===== src/rtl/matrix_result_reader_pkg.sv =====
// Shared types for the matrix result reader: FSM state encoding and prefetch FIFO entry layout.
// The element width is fixed here because the FIFO entry struct depends on it.
package matrix_result_reader_pkg;

    localparam int DATA_WIDTH = 32;
    localparam int DIM_WIDTH  = 8;

    typedef enum logic [2:0] {
        IDLE,
        CHECK,
        STREAM,
        DRAIN,
        DONE
    } state_e;

    typedef struct packed {
        logic [DATA_WIDTH-1:0] data;
        logic [DIM_WIDTH-1:0]  row;
        logic [DIM_WIDTH-1:0]  col;
    } fifo_entry_t;

    localparam int ENTRY_WIDTH = $bits(fifo_entry_t);

    function automatic logic tag_is_last(input logic [DIM_WIDTH-1:0] row,
                                         input logic [DIM_WIDTH-1:0] col,
                                         input logic [DIM_WIDTH-1:0] rows,
                                         input logic [DIM_WIDTH-1:0] cols);
        return (row == rows - 8'd1) && (col == cols - 8'd1);
    endfunction

endpackage


===== src/rtl/matrix_result_reader_fifo.sv =====
// Small synchronous FIFO with first-word-fall-through head, used as the prefetch buffer.
// DEPTH must be a power of two so the pointers wrap naturally.
module result_stream_fifo #(
    parameter int WIDTH = 8,
    parameter int DEPTH = 4
) (
    input  logic                       clk,
    input  logic                       rst,
    input  logic                       push,
    input  logic [WIDTH-1:0]           push_data,
    input  logic                       pop,
    output logic [WIDTH-1:0]           head,
    output logic                       full,
    output logic                       empty,
    output logic [$clog2(DEPTH):0]     count
);

    localparam int PW = $clog2(DEPTH);
    localparam int CW = PW + 1;

    logic [WIDTH-1:0] mem_q [DEPTH];
    logic [PW-1:0]    wr_ptr_q;
    logic [PW-1:0]    rd_ptr_q;
    logic [CW-1:0]    count_q;
    logic             do_push;
    logic             do_pop;

    assign do_pop  = pop && (count_q != '0);
    // A push into a full FIFO is only taken when the head leaves in the same cycle.
    assign do_push = push && ((count_q != CW'(DEPTH)) || do_pop);

    always_ff @(posedge clk or posedge rst) begin
        if (rst) begin
            wr_ptr_q <= '0;
            rd_ptr_q <= '0;
            count_q  <= '0;
        end else begin
            if (do_push) wr_ptr_q <= wr_ptr_q + PW'(1);
            if (do_pop)  rd_ptr_q <= rd_ptr_q + PW'(1);
            count_q <= count_q + CW'(do_push) - CW'(do_pop);
        end
    end

    always_ff @(posedge clk) begin
        if (do_push) mem_q[wr_ptr_q] <= push_data;
    end

    assign head  = mem_q[rd_ptr_q];
    assign full  = (count_q == CW'(DEPTH));
    assign empty = (count_q == '0);
    assign count = count_q;

endmodule


===== src/rtl/matrix_result_reader.sv =====
// Reads a stored matrix slot from the storage BRAM and streams it row-major over valid/ready.
// Optional running checksum of delivered elements: define RESULT_READER_CHECKSUM_EN.
//
// state  | meaning
// IDLE   | waiting for start, request fields latched on start
// CHECK  | validate dimensions, load base address and element count
// STREAM | issue BRAM reads while the prefetch FIFO has room
// DRAIN  | all reads issued, wait for FIFO and read pipeline to empty
// DONE   | one-cycle done pulse, then back to IDLE
module matrix_result_reader
    import matrix_result_reader_pkg::*;
#(
    parameter int BLOCK_SIZE   = 1152,
    parameter int ADDR_WIDTH   = 14,
    parameter int READ_LATENCY = 1,
    parameter int FIFO_DEPTH   = 4
) (
    input  logic                  clk,
    input  logic                  rst,
    input  logic                  start,
    input  logic [2:0]            matrix_id,
    input  logic [7:0]            rows,
    input  logic [7:0]            cols,
    output logic                  busy,
    output logic                  done,
    output logic                  error,
    output logic [ADDR_WIDTH-1:0] bram_read_addr,
    input  logic [DATA_WIDTH-1:0] bram_data_out,
    output logic [DATA_WIDTH-1:0] out_data,
    output logic                  out_valid,
    input  logic                  out_ready,
    output logic                  out_last,
    output logic [7:0]            out_row,
    output logic [7:0]            out_col
`ifdef RESULT_READER_CHECKSUM_EN
    ,
    output logic [DATA_WIDTH-1:0] checksum
`endif
);

    localparam int CW = $clog2(FIFO_DEPTH) + 1;

    state_e                state_q;
    logic [2:0]            mid_q;
    logic [DIM_WIDTH-1:0]  rows_q;
    logic [DIM_WIDTH-1:0]  cols_q;
    logic [15:0]           total_q;
    logic [15:0]           issued_q;
    logic [ADDR_WIDTH-1:0] addr_q;
    logic [DIM_WIDTH-1:0]  row_q;
    logic [DIM_WIDTH-1:0]  col_q;
    logic                  busy_q;
    logic                  done_q;
    logic                  error_q;
    logic [CW-1:0]         inflight_q;

    logic                  pipe_vld_q [READ_LATENCY];
    logic [DIM_WIDTH-1:0]  pipe_row_q [READ_LATENCY];
    logic [DIM_WIDTH-1:0]  pipe_col_q [READ_LATENCY];

    logic [15:0]           total_d;
    logic [ADDR_WIDTH-1:0] base_d;
    logic [CW:0]           occupancy;
    logic                  issue_en;
    logic                  last_issue;
    logic                  push_en;
    logic                  pop_en;
    fifo_entry_t           push_entry;
    fifo_entry_t           head;
    logic                  fifo_full;
    logic                  fifo_empty;
    logic [CW-1:0]         fifo_count;

    assign total_d   = 16'(rows_q) * 16'(cols_q);
    assign base_d    = ADDR_WIDTH'(mid_q) * ADDR_WIDTH'(BLOCK_SIZE);
    assign occupancy = {1'b0, fifo_count} + {1'b0, inflight_q};

    // Every in-flight read already owns a FIFO slot, so the FIFO can never overflow.
    always_comb begin
        issue_en   = 1'b0;
        last_issue = 1'b0;
        if (state_q == STREAM && issued_q != total_q && !fifo_full
            && occupancy < (CW+1)'(FIFO_DEPTH)) begin
            issue_en   = 1'b1;
            last_issue = (issued_q + 16'd1 == total_q);
        end
    end

    assign push_en = pipe_vld_q[READ_LATENCY-1];
    assign pop_en  = out_valid && out_ready;

    always_comb begin
        push_entry      = '0;
        push_entry.data = bram_data_out;
        push_entry.row  = pipe_row_q[READ_LATENCY-1];
        push_entry.col  = pipe_col_q[READ_LATENCY-1];
    end

    always_ff @(posedge clk or posedge rst) begin
        if (rst) begin
            state_q  <= IDLE;
            mid_q    <= '0;
            rows_q   <= '0;
            cols_q   <= '0;
            total_q  <= '0;
            issued_q <= '0;
            addr_q   <= '0;
            row_q    <= '0;
            col_q    <= '0;
            busy_q   <= 1'b0;
            done_q   <= 1'b0;
            error_q  <= 1'b0;
        end else begin
            done_q  <= 1'b0;
            error_q <= 1'b0;
            case (state_q)
                IDLE: begin
                    if (start) begin
                        mid_q   <= matrix_id;
                        rows_q  <= rows;
                        cols_q  <= cols;
                        busy_q  <= 1'b1;
                        state_q <= CHECK;
                    end
                end
                CHECK: begin
                    if (rows_q == '0 || cols_q == '0 || total_d > 16'(BLOCK_SIZE)) begin
                        error_q <= 1'b1;
                        busy_q  <= 1'b0;
                        state_q <= IDLE;
                    end else begin
                        addr_q   <= base_d;
                        total_q  <= total_d;
                        issued_q <= '0;
                        row_q    <= '0;
                        col_q    <= '0;
                        state_q  <= STREAM;
                    end
                end
                STREAM: begin
                    if (issue_en) begin
                        issued_q <= issued_q + 16'd1;
                        // Hold the address on the final element so it never leaves the slot.
                        if (!last_issue) addr_q <= addr_q + ADDR_WIDTH'(1);
                        if (col_q == cols_q - 8'd1) begin
                            col_q <= '0;
                            if (row_q != rows_q - 8'd1) row_q <= row_q + 8'd1;
                        end else begin
                            col_q <= col_q + 8'd1;
                        end
                        if (last_issue) state_q <= DRAIN;
                    end
                end
                DRAIN: begin
                    if (fifo_empty && inflight_q == '0) begin
                        done_q  <= 1'b1;
                        busy_q  <= 1'b0;
                        state_q <= DONE;
                    end
                end
                DONE: state_q <= IDLE;
                default: state_q <= IDLE;
            endcase
        end
    end

    always_ff @(posedge clk or posedge rst) begin
        if (rst) begin
            for (int i = 0; i < READ_LATENCY; i++) begin
                pipe_vld_q[i] <= 1'b0;
                pipe_row_q[i] <= '0;
                pipe_col_q[i] <= '0;
            end
            inflight_q <= '0;
        end else begin
            pipe_vld_q[0] <= issue_en;
            pipe_row_q[0] <= row_q;
            pipe_col_q[0] <= col_q;
            for (int i = 1; i < READ_LATENCY; i++) begin
                pipe_vld_q[i] <= pipe_vld_q[i-1];
                pipe_row_q[i] <= pipe_row_q[i-1];
                pipe_col_q[i] <= pipe_col_q[i-1];
            end
            inflight_q <= inflight_q + CW'(issue_en) - CW'(push_en);
        end
    end

    result_stream_fifo #(
        .WIDTH (ENTRY_WIDTH),
        .DEPTH (FIFO_DEPTH)
    ) u_fifo (
        .clk       (clk),
        .rst       (rst),
        .push      (push_en),
        .push_data (push_entry),
        .pop       (pop_en),
        .head      (head),
        .full      (fifo_full),
        .empty     (fifo_empty),
        .count     (fifo_count)
    );

    // Head fields are masked while empty so every output reads zero out of reset.
    assign out_valid      = !fifo_empty;
    assign out_data       = out_valid ? head.data : '0;
    assign out_row        = out_valid ? head.row  : '0;
    assign out_col        = out_valid ? head.col  : '0;
    assign out_last       = out_valid && tag_is_last(head.row, head.col, rows_q, cols_q);
    assign busy           = busy_q;
    assign done           = done_q;
    assign error          = error_q;
    assign bram_read_addr = addr_q;

`ifdef RESULT_READER_CHECKSUM_EN
    logic [DATA_WIDTH-1:0] checksum_q;

    always_ff @(posedge clk or posedge rst) begin
        if (rst) begin
            checksum_q <= '0;
        end else if (state_q == IDLE && start) begin
            checksum_q <= '0;
        end else if (pop_en) begin
            checksum_q <= checksum_q + head.data;
        end
    end

    assign checksum = checksum_q;
`endif

endmodule


===== config.mk =====
export PLATFORM = sky130hd
export DESIGN_NAME = matrix_result_reader
export DESIGN_NICKNAME = d
export VERILOG_FILES = /design/src/rtl/matrix_result_reader_pkg.sv /design/src/rtl/matrix_result_reader_fifo.sv /design/src/rtl/matrix_result_reader.sv
export SDC_FILE = /design/constraint.sdc
export NUM_CORES = 1
export LEC_CHECK = 0
export ABC_AREA = 1
export CAP_MARGIN = 10
export CORE_UTILIZATION = 40
export DETAILED_ROUTE_END_ITERATION = 8
export PLACE_DENSITY = 0.59
export SLEW_MARGIN = 5
export SYNTH_ARGS = -nofsm -noshare
export SYNTH_HDL_FRONTEND = slang
export SYNTH_SLANG_ARGS = --single-unit

===== constraint.sdc =====
create_clock -name clk -period 13.9 [get_ports clk]
set_clock_uncertainty 0.1 [all_clocks]
set_input_delay 4.17 -clock clk [delete_from_list [all_inputs] [get_ports clk]]
set_output_delay 4.17 -clock clk [all_outputs]
set_load 0.02 [all_outputs]

; ---- Yosys cells after proc, flatten, opt, wreduce, memory -nomap -nowiden
; Memories as Yosys holds them, arrays and structs flattened.
; Index checks and enable logic that the tools add are counted.
[totals]
regBits = 114
ram_bits = 192
inputBits = 55
out_inout_bits = 67
wordCells = 123
n_memories = 1
[mem_list]
columns = memory, depth, word_bits, rd, rd_ports_with_merged_regs, wr, line_no
row1 = u_fifo.mem_q, 4, 48, 1, 0, 1, matrix_result_reader_fifo.sv:21  ; logic [WIDTH-1:0] mem_q [DEPTH];
[op_classes]
add_sub_neg = 13
multipliers = 2
n_lt_le_gt_ge = 2
n_eq_ne = 20
n_mux = 36
bitwise = 1
reduce_logical = 29
[ops]
columns = op, n
row1 = two-way mux 8 bit, 8
row2 = two-way mux 14 bit, 3
row3 = two-way mux 16 bit, 2
row4 = two-way mux 32 bit, 1
row5 = case mux 16 bit (2 select lines), 1
row6 = case mux 8 bit (2 select lines), 2
row7 = case mux 14 bit (2 select lines), 1
row8 = equality test 8 bit, 3
row9 = adder 16 x 1 -> 16 bit (second input constant), 1
row10 = adder 8 x 1 -> 8 bit (second input constant), 2
row11 = equality test 16 bit, 1
row12 = > comparator 16 x 11 -> 1 bit (second input constant), 1
row13 = zero test 8 bit, 2
row14 = multiplier 8 x 8 -> 16 bit, 1
row15 = inequality test 16 bit, 1
row16 = subtractor 8 x 1 -> 8 bit (second input constant), 2
row17 = adder 14 x 1 -> 14 bit (second input constant), 1
row18 = inequality test 2 bit (second input constant), 7
row19 = two-way mux 3 bit, 4
row20 = case mux 3 bit (4 select lines), 1
row21 = AND reduction 4 bit, 3
row22 = two-way mux 1 bit, 11
row23 = logical AND 1 bit, 9
row24 = zero test 3 bit, 3
row25 = 22 further kinds, 32

; ---- Logic depth before layout (Yosys ltp)
[depth]
depth_word = 8
depth_mapped = 31
depth_no_buf = 27

; ---- Cells and area by module
; Synthesis repeated with hierarchy kept, for this count alone.
[hier_totals]
hier_cells = 1961
area_unflattened_um2 = 17205.3
[modules_own_cells]
columns = mod, n_inst, cells_each, area_each_um2
row1 = matrix_result_reader, 1, 1343, 9187.6
row2 = result_stream_fifo, 1, 618, 8017.7

; ---- Worst setup path before layout
; Ideal clock, no wire load.
[synth_timing]
kind = input-to-reg
startpoint = input out_ready
endpoint = memory u_fifo.mem_q[0][0] (netlist bit), enable pin
setup_ns = 0.454
t_arrival_ns = 6.356
slack_ns = 6.991
path_stages = 2
path_buffers = 0
path_cell_list = o21ai_1 > nor2_1
[synth_via]
elab_chain_len = 6
[synth_rtl]
columns = element, line_no
row1 = start: declaration, matrix_result_reader.sv:31  ; input logic out_ready,
row2 = logical AND 1 bit, matrix_result_reader.sv:90  ; assign pop_en = out_valid && out_ready;
row3 = logical AND 1 bit, matrix_result_reader_fifo.sv:28  ; assign do_pop = pop && (count_q != '0);
row4 = logical OR 1 bit, matrix_result_reader_fifo.sv:30  ; assign do_push = push && ((count_q != CW'(DEPTH)) || do_pop);
row5 = logical AND 1 bit, matrix_result_reader_fifo.sv:30
row6 = two-way mux 1 bit, matrix_result_reader_fifo.sv:45  ; if (do_push) mem_q[wr_ptr_q] <= push_data;
row7 = two-way mux 1 bit (not written as such), matrix_result_reader_fifo.sv:45
row8 = end: declaration, matrix_result_reader_fifo.sv:21
; No other way between the ends.

; ---- Final worst setup path
[layout_timing]
startpoint = register u_fifo.rd_ptr_q[0]
endpoint = output out_last
[layout_via]
elab_chain_len = 4
elab_cells_between_ends = 5
cone_classes = eq/ne: 2 / reduce/logical: 2 / memory: 1
[layout_rtl]
columns = element, line_no
row1 = start: declaration, matrix_result_reader_fifo.sv:23  ; logic [PW-1:0] rd_ptr_q;
row2 = start signal: assignment, matrix_result_reader_fifo.sv:39  ; if (do_pop) rd_ptr_q <= rd_ptr_q + PW'(1);
row3 = memory read (4 x 48 bit) (*), n/a
row4 = equality test 8 bit, matrix_result_reader_pkg.sv:28  ; return (row == rows - 8'd1) && (col == cols - 8'd1);
row5 = logical AND 1 bit (*), matrix_result_reader_pkg.sv:28
row6 = logical AND 1 bit (*), matrix_result_reader.sv:208  ; assign out_last = out_valid && tag_is_last(head.row, head.col, rows_q, cols_q);
row7 = end: declaration, matrix_result_reader.sv:32  ; output logic out_last,
; Mark *: on every way between the ends. The rest lies on a longest branch, timed or not.

==> run summary <==
For this design the top-level I/O count stands at 122. The overall routing resource usage was 0.1929. In the post-synthesis netlist, the biggest area contributors are sky130_fd_sc_hd__edfxtp_1, sky130_fd_sc_hd__dfrtp_1, sky130_fd_sc_hd__nand2_1. The post-cts sizing count came out at 0. The maximum operating frequency was 0.1279 GHz. Once detail routing completed, the nets flagged for antenna violations numbered 0. Area share of the largest cell type after synthesis: 0.3445. The worst-case headroom to the max-slew limit came out at 0.3173. The logs give 540 ps for the worst-skew pair later-pin latency and 0 for the number of maximum-capacitance constraint violations.

Counting the fill cells in the layout gives 3856. The wire-length estimate of the detail-placed layout is 26320 um. The cell with the most instances after synthesis was sky130_fd_sc_hd__nand2_1.

The critical path class is register to output pin. In this run the core area contains 74 standard-cell rows. After detailed routing, the total wire length is 39990 um. For this run, design rule violations remaining after detail routing come to 14. For the worst setup path, the data required time is 9630 ps. Critical path endpoint category: an output pin. TritonCTS built the clock tree.

The final clock period utilization by the worst path was 0.5624. The number of synthesized flops with an enable pin is 192, and the count of inserted antenna diode cells is 0. Measured along the x axis, the die boundary spans 206.6 um.

The flip-flop cell with the highest count after synthesis was sky130_fd_sc_hd__edfxtp_1. Counting every sink on the clock net gives 306. CTS buffer count: 34. The checks that failed: design-rule violations.

Type of the tightest min-delay check: register to register. The clock period could shrink to 7818 ps. The number of nets in the synthesized netlist is 2051. The floorplan step defined a die boundary enclosing 42670 um2. For this run, the number of Yosys warnings is 0.

By count the netlist is led by sky130_fd_sc_hd__nand2_1, sky130_fd_sc_hd__nor2_1, sky130_fd_sc_hd__inv_1, sky130_fd_sc_hd__edfxtp_1, sky130_fd_sc_hd__o21ai_0. The net count of the finished layout is 2146. Synthesis inferred 306 register bits. The tools report the core footprint as 41020 um2.

The number of standard cells in the final layout excluding fillers is 2557. STA puts the critical path data arrival time at 3550 ps. In the routed layout, each cell is associated on average with a via count of 4.932. The worst hold path depth came out at 0. For the remaining global-route overflow, the log shows 0. The wire length per cell after detailed routing works out to 15.64 um.

Number of distinct library cell variants in the gate-level netlist after synthesis: 47. Summed over all instances, the cell type with the most area after synthesis is sky130_fd_sc_hd__edfxtp_1. The count of buffers inserted at the top-level ports works out to 121. The run finished, with violations left. Once the clock tree was built, the setup fixing pass inserted 0 buffers. With fillers left out, the area of the finished cells amounts to 19520 um2. The sequential share of the synthesized area is 0.5149, and the post-synthesis cell count is 1904. In this run the deepest clock path goes through 3 buffers. In this run the worst path has a maximum fanout of 97. For the hold-fix buffer count after cts, the log shows 0.

The initial antenna violation count came out at 0. In this run the cell area of the synthesized design comes to 16740 um2. The tools report the startpoint type of the worst setup path as a register.

The run gives 0 as the number of hold violations in the final report. Clock tree synthesis selected as its root buffer the cell sky130_fd_sc_hd__clkbuf_16. The first global-routing pass estimated 64830 um of wire. The run gives 2495 as the cell count after placement. Setup repair after global routing left no endpoint under its margin. Measured in cells, the most critical reg-to-reg path has a length of 21.

The final setup violation count is 0. For the final routed database, the setup TNS stands at 0 ps. The count of final max-slew check failures was 0; the total via count after detailed routing was 12610.

The tightest hold path in the finished design has a slack of 321.2 ps. The first detailed-routing pass took 7 iterations. The logs give 18400 um2 for the post-detailed-placement cell area and 12520 for the number of global-route vias before repair.

The initial standard-cell utilization of the core is 0.4081, and the maximum number of pins on one net before global-route repair is 98. A synthesized cell averages 8.791 um2. The ratio of cells with drive above 1 in the final layout is 0.05333.

The area growth from synthesis to layout was 16.61%. The chip height works out to 206.6 um. The H-tree was split into 2 levels. Clock-pin slew was measured on the worst setup and hold paths at 60 ps.

The congestion estimate from routability-driven global placement came to 0.8494. The actual transition at the worst max-transition pin is 1024 ps, and the share of flip-flops with an asynchronous set or reset is 0.3725. After the first detailed-routing iteration, the DRC count stood at 733.
[path summary, 6_finish.rpt]
check | from | end | slack, ps
max | u_fifo.rd_ptr_q[0]$_DFFE_PP0P_ | out_last | 6080
min | col_q[6]$_DFFE_PP0P_ | pipe_col_q[6]$_DFF_PP0_ | 320
max reg2reg | rows_q[2]$_DFFE_PP0P_ | col_q[2]$_DFFE_PP0P_ | 7830
min reg2reg | col_q[6]$_DFFE_PP0P_ | pipe_col_q[6]$_DFF_PP0_ | 320
max in group asynchronous | rst | pipe_col_q[7]$_DFF_PP0_ | 8340
min in group asynchronous | rst | busy$_DFFE_PP0P_ | 3960
[cells by family after synthesis]
group                    count (synthesis)  share of synthesized area
multiplexers                             4                   0.002691
buffers and inverters                  333                    0.07879
flip-flops                             306                     0.5149
AO/OA/AOI/OAI                          236                    0.07707
AND/OR/NAND/NOR                        900                     0.2234
adder cells (fa/ha/maj)                 92                    0.08582
XOR/XNOR                                33                    0.01727
[worst max-delay path, stage by stage (launching register included)]
cell and delay (ps):
sky130_fd_sc_hd__dfrtp_2 360, sky130_fd_sc_hd__buf_4 800, sky130_fd_sc_hd__o21ai_0 230, sky130_fd_sc_hd__o22a_1 270, sky130_fd_sc_hd__xor2_1 150, sky130_fd_sc_hd__nor2_1 130
sky130_fd_sc_hd__nand2_1 70, sky130_fd_sc_hd__nor2_1 90, sky130_fd_sc_hd__nand3_1 100, sky130_fd_sc_hd__nor2_1 160, sky130_fd_sc_hd__clkdlybuf4s50_1 640
[metal layers]
layer,wire length [um],vias to the layer above,global-route usage
met5,0,-,0
met4,794,0,0.05751
met3,2184,57,0.02763
met2,18950,304,0.3269
met1,18060,5895,0.2557
li1,-,6356,-
[registers in the layout, summed over array words and instances (netlist names), 8 cells and up]
name            count
u_fifo.mem_q      192
pipe_col_q          8
rows_q              8
total_q            16
col_q               8
pipe_row_q          8
row_q               8
cols_q              8
bram_read_addr     14
issued_q           16
[through the flow]
step                      utilization  setup WS, ps
final                          0.4758          6082
after CTS                      0.4758          5990
after detailed placement       0.4485          6605
after floorplan                     -          6614
after global routing           0.4758          5736
after global placement         0.4485          6606
[placed cells by master (no fill, tap or decap), drive strengths merged]
cell type	synthesis	layout
nor4	4	4
xnor2	10	10
buf	36	12
clkinv	2	11
or2	2	2
a32o	3	3
a21oi	70	70
nor3b	1	1
bufinv	0	3
nor2	288	288
xor2	23	23
nor3	14	14
o31ai	2	2
o211ai	3	3
o22ai	2	2
nand4	38	38
a221o	1	1
a32oi	1	1
nand3b	4	4
ha	54	54
nand2	455	455
edfxtp	192	192
dfrtp	114	114
fa	38	38
o21ai	141	141
o21bai	2	2
inv	257	260
nand3	94	94
mux2	4	4
clkbuf	38	45
a21o	1	1
o22a	9	9
o21a	1	1
clkdlybuf4s50	0	121
clkinvlp	0	2
[area by class of cell]
class                   count  area [um2]  area share
clock inverters            17       197.7     0.01013
inverters                 259       975.9     0.05000
multi-input cells        1265        6835      0.3502
clock buffers              45       922.1     0.04725
repair buffers            133        1301     0.06667
well taps                 532       665.6     0.03410
flip-flops and latches    306        8620      0.4416
Power is left out: the tool's default activity adds up to more than one toggle a clock period on the data nets, which glitch-free logic cannot reach.
